**config.mk**
```make
export PLATFORM = sky130hd
export DESIGN_NAME = pc_wb_display_scanner
export DESIGN_NICKNAME = d
export VERILOG_FILES = /design/src/rtl/pc_wb_display_scanner.sv
export SDC_FILE = /design/constraint.sdc
export NUM_CORES = 1
export LEC_CHECK = 0
export ABC_AREA = 1
export CAP_MARGIN = 10
export CELL_PAD_IN_SITES_DETAIL_PLACEMENT = 0
export CELL_PAD_IN_SITES_GLOBAL_PLACEMENT = 1
export CORE_ASPECT_RATIO = 1.4
export CORE_MARGIN = 8
export CORE_UTILIZATION = 38
export DETAILED_ROUTE_END_ITERATION = 7
export DONT_BUFFER_PORTS = 1
export PLACE_DENSITY_LB_ADDON = 0.1
export SLEW_MARGIN = 5
export SYNTH_ARGS = -nofsm -noshare
export SYNTH_HDL_FRONTEND = slang
export SYNTH_SLANG_ARGS = --single-unit
export TNS_END_PERCENT = 50
```
**constraint.sdc**
```tcl
create_clock -name Clk -period 2.6 [get_ports Clk]
set_input_delay 0.39 -clock Clk [delete_from_list [all_inputs] [get_ports Clk]]
set_output_delay 0.39 -clock Clk [all_outputs]
set_load 0.02 [all_outputs]
```
**src/rtl/pc_wb_display_scanner.sv**
```systemverilog
// pc_wb_display_scanner
//   Multiplexed 8-digit hex display for a processor's PC and writeback data.
//   Update captures PCIn and WriteDataIn into two snapshots. Hold suppresses
//   the capture. Mode picks which snapshot is shown. The decimal point on
//   digit 0 flashes for FLASH_FRAMES frames after each capture.
//
// Ports
//   Clk         : system clock, rising edge
//   Reset       : asynchronous, active-low reset
//   PCIn        : PC value to capture
//   WriteDataIn : writeback data value to capture
//   Update      : one-cycle capture strobe
//   Hold        : 1 freezes both snapshots
//   Mode        : 0 shows the PC snapshot, 1 shows the WriteData snapshot
//   An          : active-low digit enables; An[0] is the least significant nibble
//   Seg         : active-low segments {g,f,e,d,c,b,a}
//   Dp          : active-low decimal point
module pc_wb_display_scanner #(
    parameter int unsigned REFRESH_DIV  = 100000,
    parameter int unsigned FLASH_FRAMES = 4,
    parameter bit          BLANK_LZ     = 1'b1
) (
    input  logic        Clk,
    input  logic        Reset,
    input  logic [31:0] PCIn,
    input  logic [31:0] WriteDataIn,
    input  logic        Update,
    input  logic        Hold,
    input  logic        Mode,
    output logic [7:0]  An,
    output logic [6:0]  Seg,
    output logic        Dp
);

    localparam int unsigned CntW   = (REFRESH_DIV > 1) ? $clog2(REFRESH_DIV) : 1;
    localparam int unsigned FlashW = (FLASH_FRAMES > 0) ? $clog2(FLASH_FRAMES + 1) : 1;
    localparam logic [CntW-1:0]   CntMax    = CntW'(REFRESH_DIV - 1);
    localparam logic [FlashW-1:0] FlashLoad = FlashW'(FLASH_FRAMES);

    function automatic logic [6:0] hex7(input logic [3:0] v);
        logic [6:0] s;
        unique case (v)
            4'h0: s = 7'h40;
            4'h1: s = 7'h79;
            4'h2: s = 7'h24;
            4'h3: s = 7'h30;
            4'h4: s = 7'h19;
            4'h5: s = 7'h12;
            4'h6: s = 7'h02;
            4'h7: s = 7'h78;
            4'h8: s = 7'h00;
            4'h9: s = 7'h10;
            4'hA: s = 7'h08;
            4'hB: s = 7'h03;
            4'hC: s = 7'h46;
            4'hD: s = 7'h21;
            4'hE: s = 7'h06;
            4'hF: s = 7'h0E;
        endcase
        return s;
    endfunction

    logic [CntW-1:0]   cnt_q, cnt_d;
    logic [2:0]        digit_q, digit_d;
    logic [31:0]       snap_pc_q, snap_pc_d;
    logic [31:0]       snap_wd_q, snap_wd_d;
    logic [FlashW-1:0] flash_q, flash_d;
    logic [7:0]        an_d;
    logic [6:0]        seg_d;
    logic              dp_d;

    logic        tick;
    logic        frame_wrap;
    logic        capture;
    logic [31:0] sel;
    logic [2:0]  msnz;
    logic        blank;

    // Timing, capture and flash bookkeeping.
    always_comb begin
        tick       = (cnt_q == CntMax);
        frame_wrap = tick && (digit_q == 3'd7);
        capture    = Update && !Hold;

        cnt_d   = tick ? '0 : cnt_q + 1'b1;
        digit_d = tick ? digit_q + 3'd1 : digit_q;

        snap_pc_d = capture ? PCIn        : snap_pc_q;
        snap_wd_d = capture ? WriteDataIn : snap_wd_q;

        // A capture that lands on a frame wrap restarts the full flash.
        flash_d = flash_q;
        if (capture) begin
            flash_d = FlashLoad;
        end else if (frame_wrap && (flash_q != '0)) begin
            flash_d = flash_q - 1'b1;
        end
    end

    // Display outputs, decoded from the registered digit index so that An,
    // Seg and Dp always describe the same digit.
    always_comb begin
        sel  = Mode ? snap_wd_q : snap_pc_q;
        msnz = 3'd0;
        for (int i = 1; i < 8; i++) begin
            if (sel[4*i +: 4] != 4'h0) begin
                msnz = 3'(i);
            end
        end
        // msnz is never below 0, so digit 0 is never blanked.
        blank = BLANK_LZ && (digit_q > msnz);

        an_d  = ~(8'b1 << digit_q);
        seg_d = blank ? 7'h7F : hex7(sel[4*digit_q +: 4]);
        dp_d  = !((digit_q == 3'd0) && (flash_q != '0));
    end

    always_ff @(posedge Clk or negedge Reset) begin
        if (!Reset) begin
            cnt_q     <= '0;
            digit_q   <= 3'd0;
            snap_pc_q <= 32'h0;
            snap_wd_q <= 32'h0;
            flash_q   <= '0;
            An        <= 8'hFE;
            Seg       <= 7'h40;
            Dp        <= 1'b1;
        end else begin
            cnt_q     <= cnt_d;
            digit_q   <= digit_d;
            snap_pc_q <= snap_pc_d;
            snap_wd_q <= snap_wd_d;
            flash_q   <= flash_d;
            An        <= an_d;
            Seg       <= seg_d;
            Dp        <= dp_d;
        end
    end

endmodule

```
==> results of run 1 <==
-- layout make-up --
| class | instances | area, sq um |
|---|---|---|
| fillers | 1447 | 8040 |
| flip-flops and latches | 103 | 2590 |
| multi-input cells | 523 | 2470 |
| well taps | 185 | 231 |
| clock buffers | 9 | 225 |
| inverters | 42 | 160 |
| clock inverters | 7 | 80.1 |
| repair buffers | 7 | 52.6 |
-- per-layer routing --
| layer | vias up | global-route usage (%) | wire length (um) | part of all wire, % |
|---|---|---|---|---|
| met4 | 0 | 7.13 | 398 | 2.9 |
| met3 | 22 | 3.20 | 602 | 4.3 |
| li1 | 2190 | - | - | - |
| met2 | 111 | 28.6 | 7160 | 51 |
| met1 | 2027 | 18.5 | 5780 | 41 |
| met5 | - | 0 | 0 | 0 |
-- placed cells by master, fill, tap and decap left out --
master      count
nand3b_1        2
nor2_2          3
dfrtp_1        94
o21ai_2         1
nor4_2          1
nor3_1          9
inv_1          38
ha_1           18
nand2_1       322
nand4_1        13
clkinv_4        2
a21oi_1         4
nand3_2         2
nor4_1          3
buf_4           7
inv_4           1
clkinv_1        2
o21ai_0         9
a32oi_2         1
a31oi_1         1
inv_2           1
and2_1          2
dfstp_2         9
nor2_1         29
clkinvlp_4      2
nor2_4          1
clkbuf_16       9
xor2_1          8
nor4_4          1
bufinv_16       1
nand3_1        84
xnor2_1         1
nand2_4         1
inv_6           2
nand3_4         2
nand2_2         2
o21ai_1         2
or2_2           1
-- power by group through the flow --
stage	Combinational, mW	Sequential (mW)	Clock, mW
3_5_place_dp	0.484	1.95	0
2_1_floorplan	0.400	1.90	0
6_report	0.481	1.92	1.39
3_3_place_gp	0.472	1.95	0
5_1_grt	0.565	1.94	1.51
4_1_cts	0.486	1.92	1.44
-- metrics by stage --
stage          area, sq um  utilization [%]  std cells
3_5_place_dp          5500             39.7        860
2_1_floorplan         5370                -        697
4_1_cts               5800             41.9        876
3_3_place_gp          5500             39.7        860
6_report              5810             41.9        876
5_1_grt               5810             41.9        876
-- path summary, 6_finish.rpt --
kind                       slack (ns)                      start                  endpoint
min in group Clk                 0.15                    PCIn[8]  snap_pc_q[8]$_DFFE_PN0P_
hold reg to reg                  0.47         cnt_q[0]$_DFF_PN0_        cnt_q[0]$_DFF_PN0_
max in group asynchronous        2.65                      Reset          Seg[6]$_DFF_PN1_
hold / removal                  -0.27                      Reset        cnt_q[6]$_DFF_PN0_
setup / recovery                 0.43  snap_wd_q[18]$_DFFE_PN0P_          Seg[4]$_DFF_PN0_
setup reg to reg                 0.43  snap_wd_q[18]$_DFFE_PN0P_          Seg[4]$_DFF_PN0_
-- repair_timing --
action / 4_1_cts / 5_1_grt
hold endpoints to repair: 103 / 103
endpoints found under the setup margin: 0 / 1
gates resized for setup: 0 / 1
-- registers in the layout, indices dropped and copies added, names as in the netlist --
signal and cells:
Seg 7, digit_q 3, snap_pc_q 32, An 8
flash_q 3, snap_wd_q 32, cnt_q 17, Dp 1
-- kinds of logic (layout without fill, tap and decap cells) --
kind of cell / count (synthesis) / count (layout) / synth area share [%]
AO/OA/AOI/OAI: 18 / 18 / 1.84
adder cells (fa/ha/maj): 18 / 18 / 4.19
AND/OR/NAND/NOR: 478 / 478 / 38.2
XOR/XNOR: 9 / 9 / 1.47
buffers and inverters: 71 / 65 / 6.08
flip-flops: 103 / 103 / 48.2
-- cells in the mapped netlist (2+ instances only) --
cell type / count
a21oi_1: 4
and2_1: 2
buf_2: 7
buf_4: 3
buf_6: 5
clkbuf_1: 13
dfrtp_1: 94
dfstp_2: 9
ha_1: 18
inv_1: 39
nand2_1: 322
nand2_2: 2
nand3_1: 84
nand3_2: 2
nand3_4: 2
nand3b_1: 2
nand4_1: 13
nor2_1: 30
nor2_2: 3
nor3_1: 9
nor4_1: 3
o21ai_0: 9
o21ai_1: 2
xor2_1: 8
-- worst max-delay path: stages, from the launching register on --
cell,delay (ns)
dfrtp_1,0.39
nand2_1,0.12
nand4_1,0.10
nor2_1,0.18
nand2_1,0.10
a21oi_1,0.14
nor2_1,0.06
ha_1,0.26
nand2_1,0.07
nor2_1,0.09
inv_1,0.05
a32oi_2,0.27
inv_1,0.16
nand3_1,0.12
==> results.toml, run 1 <==
[clock_tree]
ctsRootBufferMaster = "clkbuf_16"
post_cts_buffers = 0
clock_path_buffers = 2
clkLatencyLatePin_ns = 0.35
cts_made_buffers = 9
cts_tree = "built"
clkTransAtPathRegs_ns = 0.07
clock_sinks = 103
htree_levels = 3

[timing]
setup_slack_ns = 0.425
hold_viol = 103
slew_viol_final = 0
post-route-period-util_pct = 83.6
fmax_ghz = 0.460
setup_viol = 0
hold_slack_ns = -0.268
slew_headroom_pct = 58.7
worst_pin_slew_ns = 0.619
rsz0062_at_grt = "no"
fin_crit_ns = 2.17
fin_setup_tns_ns = 0
final.setup_skew_ns = 0.00567

[global_routing]
overflow = 0
grt_pass1_wl_um = 23000
grt.total_usage_pct = 16.3
grt_pass1_vias = 4522
grt_max_degree = 104
antenna_found_initial = 0

[synth]
synth_edf_count = 0
yosysWarningCount = 0
synth_seq_cells = 103
synth_cell_types = 36
syn_area_per_cell_sq_um = 7.70
synth-main-ff-cell = "dfrtp_1"
synthesis.area_sq_um = 5370
synth.largest_area_cell = "dfrtp_1"
syn_inst = 697
synth.area.top_cells = "dfrtp_1 (44%), nand2_1 (23%), nand3_1 (7.8%), dfstp_2 (4.4%), ha_1 (4.2%)"
post-synth-top-area-fraction_pct = 43.8
synth_fp_nets = 784
ys_seq_area_share_pct = 48.2
async_flop_share_pct = 100

[pwr]
p_clk_share_pct = 36.7
pwr-share-comb_pct = 12.7
switching_share_pct = 28.5
ir_drop_mv = 0.325
total_power_mw = 3.79
leakage_nw = 2.94
p_sw_mw = 1.08
powerDensity_nw_per_um2 = 652
p_int_mw = 2.71
p_seq_share_pct = 50.6

[placed_design]
pre_cts_slack_ns = 0.183
dp_hpwl_um = 10500
io_buffers = 0
place_congestion = 0.897

[die]
die_h_um = 157
initial_core_util_pct = 38.8
io_pins = 85
fp-row-count = 51
coreArea_sq_um = 13800
die_w_um = 116
die-area_sq_um = 18200

[outcome]
status = "finished, violations left"
failed_checks = "hold timing"

[critical_path]
worstPathRequired_ns = 2.89
arrival_ns = 2.46
crit_type = "flop to flop"
path_max_fanout = 5
endpoint_kind = "flop"
reg2reg_depth = 13
start_kind = "flop"

[routing]
vias = 4350
wl_um = 13900
ant_nets = 0
drc_errors = 0
viasPerCell = 4.97
wl_per_cell_um = 15.9
firstDrtPassIters = 6
drtIter0Drc = 261

[worst_hold_path]
min_path_type = "input port to async pin"

[final_layout]
drive_above_1_share_pct = 7.24
area_growth_pct = 8.15
antenna_cells = 0
num-nets-final = 773

[run]
max_cap_violations = 0
Note: power is estimated with default switching activity, not from simulation.
==> run 2, diff against run 1 <==
- clock period: 2.6 -> 2.25 ns (I/O delays scaled with it)
==> results.toml, run 2 (synthesis gave the netlist of run 1 again) <==
[timing]
fmax_ghz = 0.480
fin_crit_ns = 2.08
fin_setup_tns_ns = 0
slew_headroom_pct = 57.5
slew_viol_final = 0
hold_viol = 103
hold_slack_ns = -0.318
worst_pin_slew_ns = 0.638
post-route-period-util_pct = 92.7
final.setup_skew_ns = 0.00552
setup_viol = 0

[global_routing]
grt_pass1_vias = 4286
antenna_found_initial = 0
grt.total_usage_pct = 16.1
grt_pass1_wl_um = 22600
overflow = 0
grt_max_degree = 104

[clock_tree]
clock_path_buffers = 2
ctsRootBufferMaster = "clkbuf_16"
cts_tree = "built"
cts_made_buffers = 9
clkLatencyLatePin_ns = 0.34
htree_levels = 3
clkTransAtPathRegs_ns = 0.08
clock_sinks = 103

[critical_path]
reg2reg_from = "snap_wd_q[16]$_DFFE_PN0P_"
cp_top_family = "simple AND/OR/NAND/NOR gates"
crit_chain = "nand2_2 > nand4_1 > nor2_2 > nand2_2 > a21oi_2 > nor2_1 > ha_1 > nand2_2 > nor2_1 > inv_1 > a32oi_2 > buf_4 > inv_2 > nand3_1"
cp.depth = 14
worstPathRequired_ns = 2.54
critPathMostFrequentCell = "nand2_2"
path_max_fanout = 5
start_kind = "flop"
r2r_slack_ns = 0.17
worstSetupEndpoint = "Seg[4]$_DFF_PN0_"
cp_slowest_cell = "dfrtp_1"
reg2reg_depth = 14
crit_buf_inv = 3
slowest_delay_ns = 0.40
r2r-end = "Seg[4]$_DFF_PN0_"
crit_type = "flop to flop"
crit_start = "snap_wd_q[16]$_DFFE_PN0P_"
endpoint_kind = "flop"
arrival_ns = 2.37

[routing]
ant_nets = 0
wl_um = 14100
firstDrtPassIters = 5
wl_per_cell_um = 15.9
vias = 4332
drtIter0Drc = 265
viasPerCell = 4.89
drc_errors = 0

[die]
coreArea_sq_um = 13800
die-area_sq_um = 18200
die_h_um = 157
die_w_um = 116
io_pins = 85
fp-row-count = 51
initial_core_util_pct = 38.8

[pwr]
ir_drop_mv = 0.331
powerDensity_nw_per_um2 = 736
total_power_mw = 4.34
leakage_nw = 3.00

[final_layout]
layout_common_cells = "nand2_1 (317), dfrtp_1 (94), nand3_1 (83)"
num-nets-final = 782
antenna_cells = 0
reg_top3 = "snap_pc_q (32), snap_wd_q (32), cnt_q (17)"
area_growth_pct = 9.83
final_cell_area_sq_um = 5900
final_common_cell = "nand2_1"
final_cells = 885
drive_above_1_share_pct = 10.4

[worst_hold_path]
min_path_type = "input port to async pin"

[run]
max_cap_violations = 0

[placed_design]
io_buffers = 0
place_area_sq_um = 5530
dp.cells = 865
place_congestion = 0.846
dp_hpwl_um = 10600

[outcome]
failed_checks = "hold timing"
status = "finished, violations left"
run 2: worst reg2reg max path, delay by kind of cell (launching register included):
| kind | cells | cell delay [ns] |
|---|---|---|
| DFF | 1 | 0.40 |
| buffers and inverters | 3 | 0.27 |
| adders and majority gates | 1 | 0.28 |
| and+or+nand+nor | 8 | 0.76 |
| AOI/OAI and AO/OA | 2 | 0.32 |
run 2: stage by stage:
step / setup slack, ns / util, %
floorplan: 0.188 / -
global placement: -0.0206 / 40.0
detailed placement: -0.00487 / 40.0
CTS: 0.0412 / 42.1
global route: -0.0290 / 42.6
finish: 0.165 / 42.6
run 2: routing by layer:
metal	up-vias	GRT usage, %	routed length, um
met1	2026	19.1	5940
li1	2205	-	-
met4	0	4.77	190
met2	84	28.4	7390
met5	-	0	0
met3	17	3.24	596
run 2: cell type report:
class / instances / area, sq um
multi-input cells: 523 / 2510
inverters: 42 / 161
well taps: 185 / 231
clock buffers: 10 / 239
repair buffers: 16 / 120
clock inverters: 6 / 51.3
fillers: 1495 / 7950
flip-flops and latches: 103 / 2590
run 2: repair_timing:
item / 4_1_cts / 5_1_grt
gates resized for setup: 0 / 17
buffers inserted: 0 / 4
hold endpoints to repair: 103 / 103
endpoints found under the setup margin: 0 / 7
run 2: power breakdown:
| group | internal [mW] | switching, mW | total, mW |
|---|---|---|---|
| sequential | 2.05 | 0.164 | 2.21 |
| clock | 0.800 | 0.739 | 1.54 |
| combinational | 0.224 | 0.363 | 0.587 |
run 2: worst min-delay path by stage:
stage | from | endpoint | slack (ns) | depth (start not counted)
6_report | Reset | cnt_q[8]$_DFF_PN0_ | -0.32 | 0
5_1_grt | Reset | cnt_q[12]$_DFF_PN0_ | -0.33 | 0
4_1_cts | Reset | snap_pc_q[16]$_DFFE_PN0P_ | -0.33 | 0
3_5_place_dp | Reset | cnt_q[14]$_DFF_PN0_ | 0.05 | 0
3_3_place_gp | Reset | cnt_q[14]$_DFF_PN0_ | 0.05 | 0
2_1_floorplan | Reset | An[0]$_DFF_PN0_ | 0.04 | 0
